[src/rtl/float_div.sv]
// float_div: sequential IEEE-754 binary32 divider (z = a / b).
// Restoring radix-2 quotient, one bit per cycle, round to nearest even,
// denormal operands and results supported, valid/ready on both sides.
module float_div (
  input  logic        clk,
  input  logic        rst_n,
  input  logic        in_valid,
  output logic        in_ready,
  input  logic [31:0] a,
  input  logic [31:0] b,
  output logic        out_valid,
  input  logic        out_ready,
  output logic [31:0] z,
  output logic [3:0]  flags
);

  typedef enum logic [3:0] {
    S_IDLE, S_UNPACK, S_SPECIAL, S_NORM, S_DIVIDE,
    S_POSTNORM, S_ROUND, S_PACK, S_DONE
  } state_t;

  state_t r_state;
  state_t w_next;

  logic [31:0]       r_a, r_b;
  logic              r_sign;
  logic signed [9:0] r_ea, r_eb, r_ze;
  logic [23:0]       r_am, r_bm;
  logic [24:0]       r_rem;
  logic [26:0]       r_q;
  logic [4:0]        r_cnt;
  logic [23:0]       r_mant;
  logic              r_g, r_r, r_s;
  logic              r_pn_first;
  logic              r_special;
  logic [31:0]       r_z;
  logic [3:0]        r_flags;
  logic              r_out_valid;
  logic              r_in_ready;

  // Operand classification from the captured raw words
  logic [7:0] w_a_exp, w_b_exp;
  logic       w_a_nan, w_b_nan, w_a_inf, w_b_inf, w_a_zero, w_b_zero;

  assign w_a_exp  = r_a[30:23];
  assign w_b_exp  = r_b[30:23];
  assign w_a_nan  = (w_a_exp == 8'hFF) && (r_a[22:0] != 23'd0);
  assign w_b_nan  = (w_b_exp == 8'hFF) && (r_b[22:0] != 23'd0);
  assign w_a_inf  = (w_a_exp == 8'hFF) && (r_a[22:0] == 23'd0);
  assign w_b_inf  = (w_b_exp == 8'hFF) && (r_b[22:0] == 23'd0);
  assign w_a_zero = (r_a[30:0] == 31'd0);
  assign w_b_zero = (r_b[30:0] == 31'd0);

  logic        w_special;
  logic [31:0] w_spec_z;
  logic [3:0]  w_spec_flags;

  // Special-operand result, first matching rule wins
  always_comb begin
    w_special    = 1'b1;
    w_spec_z     = 32'd0;
    w_spec_flags = 4'd0;
    if (w_a_nan || w_b_nan || (w_a_inf && w_b_inf) || (w_a_zero && w_b_zero)) begin
      w_spec_z     = 32'h7FC0_0000;
      w_spec_flags = 4'b1000;
    end else if (w_a_inf) begin
      w_spec_z = {r_sign, 8'hFF, 23'd0};
    end else if (w_b_inf) begin
      w_spec_z = {r_sign, 31'd0};
    end else if (w_b_zero) begin
      w_spec_z     = {r_sign, 8'hFF, 23'd0};
      w_spec_flags = 4'b0100;
    end else if (w_a_zero) begin
      w_spec_z = {r_sign, 31'd0};
    end else begin
      w_special = 1'b0;
    end
  end

  // Restoring step: the remainder minus divisor always fits in 24 bits when taken
  logic        w_ge;
  logic [23:0] w_rem_sub;

  assign w_ge      = (r_rem >= {1'b0, r_bm});
  assign w_rem_sub = w_ge ? (r_rem[23:0] - r_bm) : r_rem[23:0];

  logic [26:0]       w_pn_q;
  logic [23:0]       w_pn_mant;
  logic              w_pn_g, w_pn_r, w_pn_s, w_pn_shift, w_pn_more;
  logic signed [9:0] w_pn_ze;

  // Post-normalisation: first cycle aligns the quotient, later cycles shift into the denormal range
  always_comb begin
    w_pn_q     = r_q;
    w_pn_ze    = r_ze;
    w_pn_mant  = r_mant;
    w_pn_g     = r_g;
    w_pn_r     = r_r;
    w_pn_s     = r_s;
    w_pn_shift = 1'b0;
    if (r_pn_first) begin
      if (r_q[26]) begin
        w_pn_q  = r_q;
        w_pn_ze = r_ze;
      end else begin
        w_pn_q  = {r_q[25:0], 1'b0};
        w_pn_ze = r_ze - 10'sd1;
      end
      w_pn_mant = w_pn_q[26:3];
      w_pn_g    = w_pn_q[2];
      w_pn_r    = w_pn_q[1];
      w_pn_s    = w_pn_q[0] | (r_rem != 25'd0);
    end else begin
      w_pn_mant  = {1'b0, r_mant[23:1]};
      w_pn_g     = r_mant[0];
      w_pn_r     = r_g;
      w_pn_s     = r_s | r_r;
      w_pn_ze    = r_ze + 10'sd1;
      w_pn_shift = 1'b1;
    end
  end

  // Keep shifting while below the minimum exponent and something significant remains
  assign w_pn_more = (w_pn_ze < -10'sd126) && ({w_pn_mant, w_pn_g, w_pn_r} != 26'd0);

  logic              w_rnd_up;
  logic [24:0]       w_inc;
  logic [23:0]       w_rnd_mant;
  logic signed [9:0] w_rnd_ze;

  assign w_rnd_up = r_g & (r_r | r_s | r_mant[0]);
  assign w_inc    = {1'b0, r_mant} + 25'd1;

  // Round to nearest even; a carry out of the full mantissa bumps the exponent
  always_comb begin
    w_rnd_mant = r_mant;
    w_rnd_ze   = r_ze;
    if (w_rnd_up) begin
      if (w_inc[24]) begin
        w_rnd_mant = 24'h80_0000;
        w_rnd_ze   = r_ze + 10'sd1;
      end else begin
        w_rnd_mant = w_inc[23:0];
        w_rnd_ze   = r_ze;
      end
    end else begin
      w_rnd_mant = r_mant;
      w_rnd_ze   = r_ze;
    end
  end

  logic [7:0]  w_field;
  logic [31:0] w_pack_z;
  logic        w_pack_ovf;

  assign w_field = r_ze[7:0] + 8'd127;

  // Packing: overflow to infinity, denormal/zero when the hidden bit is clear
  always_comb begin
    w_pack_z   = 32'd0;
    w_pack_ovf = 1'b0;
    if (r_ze > 10'sd127) begin
      w_pack_z   = {r_sign, 8'hFF, 23'd0};
      w_pack_ovf = 1'b1;
    end else if (!r_mant[23]) begin
      w_pack_z = {r_sign, 8'd0, r_mant[22:0]};
    end else begin
      w_pack_z = {r_sign, w_field, r_mant[22:0]};
    end
  end

  // Next-state logic
  always_comb begin
    w_next = r_state;
    case (r_state)
      S_IDLE:     if (in_valid) w_next = S_UNPACK; else w_next = S_IDLE;
      S_UNPACK:   w_next = S_SPECIAL;
      S_SPECIAL:  if (w_special) w_next = S_PACK; else w_next = S_NORM;
      S_NORM:     if (r_am[23] && r_bm[23]) w_next = S_DIVIDE; else w_next = S_NORM;
      S_DIVIDE:   if (r_cnt == 5'd26) w_next = S_POSTNORM; else w_next = S_DIVIDE;
      S_POSTNORM: if (w_pn_more) w_next = S_POSTNORM; else w_next = S_ROUND;
      S_ROUND:    w_next = S_PACK;
      S_PACK:     w_next = S_DONE;
      S_DONE:     if (out_ready) w_next = S_IDLE; else w_next = S_DONE;
      default:    w_next = S_IDLE;
    endcase
  end

  // State register
  always_ff @(posedge clk) begin
    if (!rst_n) r_state <= S_IDLE;
    else        r_state <= w_next;
  end

  // Datapath registers and registered handshake outputs
  always_ff @(posedge clk) begin
    if (!rst_n) begin
      r_a <= 32'd0;  r_b <= 32'd0;  r_sign <= 1'b0;
      r_ea <= 10'sd0; r_eb <= 10'sd0; r_ze <= 10'sd0;
      r_am <= 24'd0; r_bm <= 24'd0; r_rem <= 25'd0; r_q <= 27'd0; r_cnt <= 5'd0;
      r_mant <= 24'd0; r_g <= 1'b0; r_r <= 1'b0; r_s <= 1'b0;
      r_pn_first <= 1'b0; r_special <= 1'b0;
      r_z <= 32'd0; r_flags <= 4'd0; r_out_valid <= 1'b0; r_in_ready <= 1'b1;
    end else begin
      r_in_ready  <= (w_next == S_IDLE);
      r_out_valid <= (w_next == S_DONE);
      case (r_state)
        S_IDLE: begin
          if (in_valid) begin
            r_a <= a;
            r_b <= b;
            r_flags <= 4'd0;
            r_special <= 1'b0;
          end
        end
        S_UNPACK: begin
          r_sign <= r_a[31] ^ r_b[31];
          r_ea   <= (w_a_exp == 8'd0) ? -10'sd126 : ($signed({2'b00, w_a_exp}) - 10'sd127);
          r_eb   <= (w_b_exp == 8'd0) ? -10'sd126 : ($signed({2'b00, w_b_exp}) - 10'sd127);
          r_am   <= {(w_a_exp != 8'd0), r_a[22:0]};
          r_bm   <= {(w_b_exp != 8'd0), r_b[22:0]};
        end
        S_SPECIAL: begin
          if (w_special) begin
            r_z       <= w_spec_z;
            r_flags   <= w_spec_flags;
            r_special <= 1'b1;
          end
        end
        S_NORM: begin
          if (!r_am[23]) begin
            r_am <= {r_am[22:0], 1'b0};
            r_ea <= r_ea - 10'sd1;
          end
          if (!r_bm[23]) begin
            r_bm <= {r_bm[22:0], 1'b0};
            r_eb <= r_eb - 10'sd1;
          end
          // Divider setup is refreshed every cycle; the exit cycle sees normalised operands
          r_rem <= {1'b0, r_am};
          r_q   <= 27'd0;
          r_cnt <= 5'd0;
          r_ze  <= r_ea - r_eb;
        end
        S_DIVIDE: begin
          r_q        <= {r_q[25:0], w_ge};
          r_rem      <= {w_rem_sub, 1'b0};
          r_cnt      <= r_cnt + 5'd1;
          r_pn_first <= 1'b1;
        end
        S_POSTNORM: begin
          r_mant     <= w_pn_mant;
          r_g        <= w_pn_g;
          r_r        <= w_pn_r;
          r_s        <= w_pn_s;
          r_ze       <= w_pn_ze;
          r_pn_first <= 1'b0;
          if (w_pn_shift) r_flags[0] <= 1'b1;
        end
        S_ROUND: begin
          r_mant <= w_rnd_mant;
          r_ze   <= w_rnd_ze;
        end
        S_PACK: begin
          if (!r_special) begin
            r_z        <= w_pack_z;
            r_flags[1] <= w_pack_ovf;
          end
        end
        S_DONE: begin
          r_z <= r_z;
        end
        default: begin
          r_z <= r_z;
        end
      endcase
    end
  end

  assign in_ready  = r_in_ready;
  assign out_valid = r_out_valid;
  assign z         = r_z;
  assign flags     = r_flags;

endmodule

[config.mk]
export PLATFORM = sky130hd
export DESIGN_NAME = float_div
export DESIGN_NICKNAME = d
export VERILOG_FILES = /design/src/rtl/float_div.sv
export SDC_FILE = /design/constraint.sdc
export NUM_CORES = 1
export LEC_CHECK = 0
export ABC_AREA = 0
export CAP_MARGIN = 20
export CELL_PAD_IN_SITES_DETAIL_PLACEMENT = 1
export CELL_PAD_IN_SITES_GLOBAL_PLACEMENT = 1
export CORE_MARGIN = 4
export CORE_UTILIZATION = 45
export DETAILED_ROUTE_END_ITERATION = 8
export GPL_TIMING_DRIVEN = 0
export PLACE_DENSITY = 0.81
export REMOVE_ABC_BUFFERS = 1
export SKIP_LAST_GASP = 1
export SYNTH_ARGS = -nofsm -noshare
export SYNTH_HDL_FRONTEND = slang
export SYNTH_SLANG_ARGS = --single-unit
[constraint.sdc]
create_clock -name clk -period 4.9 [get_ports clk]
set_clock_uncertainty 0.1 [all_clocks]
set_input_delay 0.735 -clock clk [delete_from_list [all_inputs] [get_ports clk]]
set_output_delay 0.735 -clock clk [all_outputs]
set_load 0.05 [all_outputs]
==> results.sh <==
export IMPL_grt_max_degree=120
export IMPL_die_x_um=189.0
export IMPL_place_area_mm2=0.01633
export IMPL_num_rows=66
export IMPL_routed_wl_mm=46.60
export IMPL_power_w=0.009866
export IMPL_cts_hold_buf=0
export IMPL_p_leak_nw=6.095
export IMPL_startpoint_type="flip-flop"
export IMPL_initial_utilization_pct=45.42
export IMPL_r2r_start="r_mant[0]"
export IMPL_insertion_delay_ns=0.58
export IMPL_fin_setup_tns_ns=0
export IMPL_fp_dieH_um=189.0
export IMPL_critPathMostFrequentCell="o21ai_0"
export IMPL_core_area_mm2=0.03245
export IMPL_worst_slack_ns=1.067
export IMPL_fill_cells=3967
export IMPL_wire_per_inst_um=19.31
export IMPL_synthTopCellsByArea="dfxtp_1 (37%), a21oi_1 (8.9%), nand2_1 (7.6%), a22oi_1 (4.5%), nor2_1 (4.1%)"
export IMPL_place_congestion=0.8688
export IMPL_io_buffer_count=105
export IMPL_syn_avg_cell_area_um2=7.678
export IMPL_ys_ff_latch=271
export IMPL_pin_count=106
export IMPL_rsz0062_at_grt="no"
export IMPL_worstMarginPinSlew_ns=0.9939
export IMPL_rr_endpoint="r_ze[0]"
export IMPL_grt_overflow=0
export IMPL_cts_buffers=31
export IMPL_synth_most_common_cell="nand2_1"
export IMPL_crit_slowest_cell="nand2_1"
export IMPL_dp_slack_ns=1.032
export IMPL_p_per_area_mw_per_mm2=566.3
export IMPL_clk_pin_slew_worst_paths_ns=0.06
export IMPL_hold_path_class="flip-flop to flip-flop"
export IMPL_critPathLaunch="r_mant[0]"
export IMPL_vias=14345
export IMPL_final_nets=2062
export IMPL_synth_cell_types=74
export IMPL_ir_drop_v=0.0005643
export IMPL_async_flop_share_pct=0
export IMPL_grt_pass1_wl_mm=76.35
export IMPL_grt_pass1_vias=14479
export IMPL_period_share_pct=78.23
export IMPL_areaGrowthSynthToFinish_pct=18.18
export IMPL_period_minus_slack_ns=3.833
export IMPL_cts_tree="built"
export IMPL_crit_end="r_ze[0]"
export IMPL_reg2reg_depth=9
export IMPL_drc=0
export IMPL_viasPerCell=5.945
export IMPL_clockBufferDepth=3
export IMPL_crit_buf_inv=0
export IMPL_syn_inst=1920
export IMPL_report_final_slew_viol_count=0
export IMPL_cp_data_required_time_ns=5.23
export IMPL_crit_chain="ha_1, and3_1, nand4_1, nor3_2, nand3_1, nand2_1, o21ai_0, o21ai_0, a31oi_1"
export IMPL_grt_total_usage_pct=25.33
export IMPL_synthTopCellsByCount="nand2_1 (300), dfxtp_1 (271), a21oi_1 (261), nor2_1 (160), clkbuf_1 (109)"
export IMPL_synth_edff_count=0
export IMPL_dr_pass1_iters=7
export IMPL_cts_resized_gates=0
export IMPL_cts_htree_levels=1
export IMPL_critPathKind="flip-flop to flip-flop"
export IMPL_insertedDiodeCount=0
export IMPL_yosysWarnings=0
export IMPL_synth_top_area_share_pct=36.80
export IMPL_synth_main_ff_cell="dfxtp_1"
export IMPL_antenna_found_initial=0
export IMPL_root_buffer="clkbuf_16"
export IMPL_drive_gt1_share_pct=6.545
export IMPL_dpl_hpwl_mm=32.93
export IMPL_worstHoldStart="z[10]"
export IMPL_r2r_slack_ns=1.07
export IMPL_hold_viol=0
export IMPL_synth_top_area_cell="dfxtp_1"
export IMPL_postCtsSetupBuffers=0
export IMPL_crit_arrival_ns=4.17
export IMPL_end_kind="flip-flop"
export IMPL_cts_sinks=271
export IMPL_maxCapViolCount=0
export IMPL_slowest_delay_ns=0.74
export IMPL_yosysSeqAreaShare_pct=36.80
export IMPL_outcome="finished clean"
export IMPL_synth_area_mm2=0.01474
export IMPL_finalSetupViolations=0
export IMPL_die_area_mm2=0.03572
export IMPL_critical_path_top_delay_family="simple AND/OR/NAND/NOR gates"
export IMPL_cp_max_fo=24
export IMPL_slew_headroom_pct=33.58
export IMPL_final_area_mm2=0.01742
export IMPL_max_freq_mhz=260.9
export IMPL_ant_nets=0
export IMPL_first_iter_violations=1039
export IMPL_cp_depth=9
==> flip-flops by register name, summed over array words and instances, names as in the netlist, 4 cells and up <==
register,count
r_a,32
r_b,32
z,32
r_q,27
r_rem,25
r_am,24
r_bm,24
r_mant,24
r_ea,10
r_eb,10
r_ze,10
r_cnt,5
flags,4
r_state,4
==> metal layers <==
metal | track usage (%) | wire length (um)
met5 | 0 | 0
met2 | 44.41 | 22920
met3 | 3.226 | 1949
met4 | 6.586 | 1179
met1 | 33.10 | 20550
==> metrics by stage <==
step	cells	hold slack [ns]	util, %
floorplan	1783	0.3363	-
global placement	2330	0.3390	48.63
detailed placement	2356	0.3450	50.30
CTS	2412	0.3526	53.60
global route	2413	0.3816	53.68
finish	2413	0.3484	53.68
==> worst register-to-register path, stage by stage (launching register included) <==
cell and delay, ns:
dfxtp_1 0.51, ha_1 0.25, and3_1 0.28, nand4_1 0.32, nor3_2 0.43, nand3_1 0.13
nand2_1 0.74, o21ai_0 0.53, o21ai_0 0.30, a31oi_1 0.11
==> layout by cell type, fill, tap and decap left out, types with 9 or more instances in the layout <==
cell,Yosys,layout
nand2_1,300,300
dfxtp_1,271,269
a21oi_1,261,261
nor2_1,160,151
clkdlybuf4s50_1,0,104
a22oi_1,89,89
o21ai_0,70,70
nand3_1,72,70
inv_1,64,64
mux2i_1,48,48
ha_1,44,44
nor3_1,37,35
clkbuf_16,0,31
xnor2_1,29,29
nor4_1,28,28
xor2_1,24,24
nand4_1,22,22
o221ai_1,19,19
and2_1,14,14
o22ai_1,14,14
nand2b_1,13,13
or2_2,12,12
and3_1,12,11
o32ai_1,11,11
a211oi_1,10,10
o31ai_1,10,10
o211ai_1,10,10
nor2b_1,10,10
buf_16,0,10
mux2_2,9,9
==> power breakdown <==
group	switching, W	total [W]	internal [W]
logic	0.00272	0.00460	0.00188
registers	0.000369	0.00286	0.00249
clock network	0.000968	0.00241	0.00144
==> area by class of cell <==
type                            count  area (um2)  share of cell area, %
Clock inverter                     13       167.7                 0.9624
Tap cell                          442       553.0                  3.174
Sequential cell                   271        5428                  31.15
Clock buffer                       43       900.9                  5.171
Multi-Input combinational cell   1447        8578                  49.24
Timing Repair Buffer              132        1545                  8.870
Inverter                           65       249.0                  1.429
==> cell families (layout without fill, tap and decap cells) <==
family                   after synthesis  after routing  synth area share [%]
AO/OA/AOI/OAI                        572            572                 24.19
XOR/XNOR                              53             53                 3.149
adder cells (fa/ha/maj)               46             46                 4.006
buffers and inverters                202            253                 5.474
flip-flops                           271            271                 36.80
multiplexers                          57             57                 3.947
AND/OR/NAND/NOR                      719            719                 22.43
==> worst min-delay path by stage <==
stage	end	cells after the start	slack [ns]
final	z[10]	2	0.35
after global routing	z[21]	2	0.38
after CTS	z[17]	2	0.35
after detailed placement	z[17]	2	0.34
after global placement	z[10]	2	0.34
after floorplan	r_bm[22]	2	0.34
Note: power is estimated with default switching activity, not from simulation.
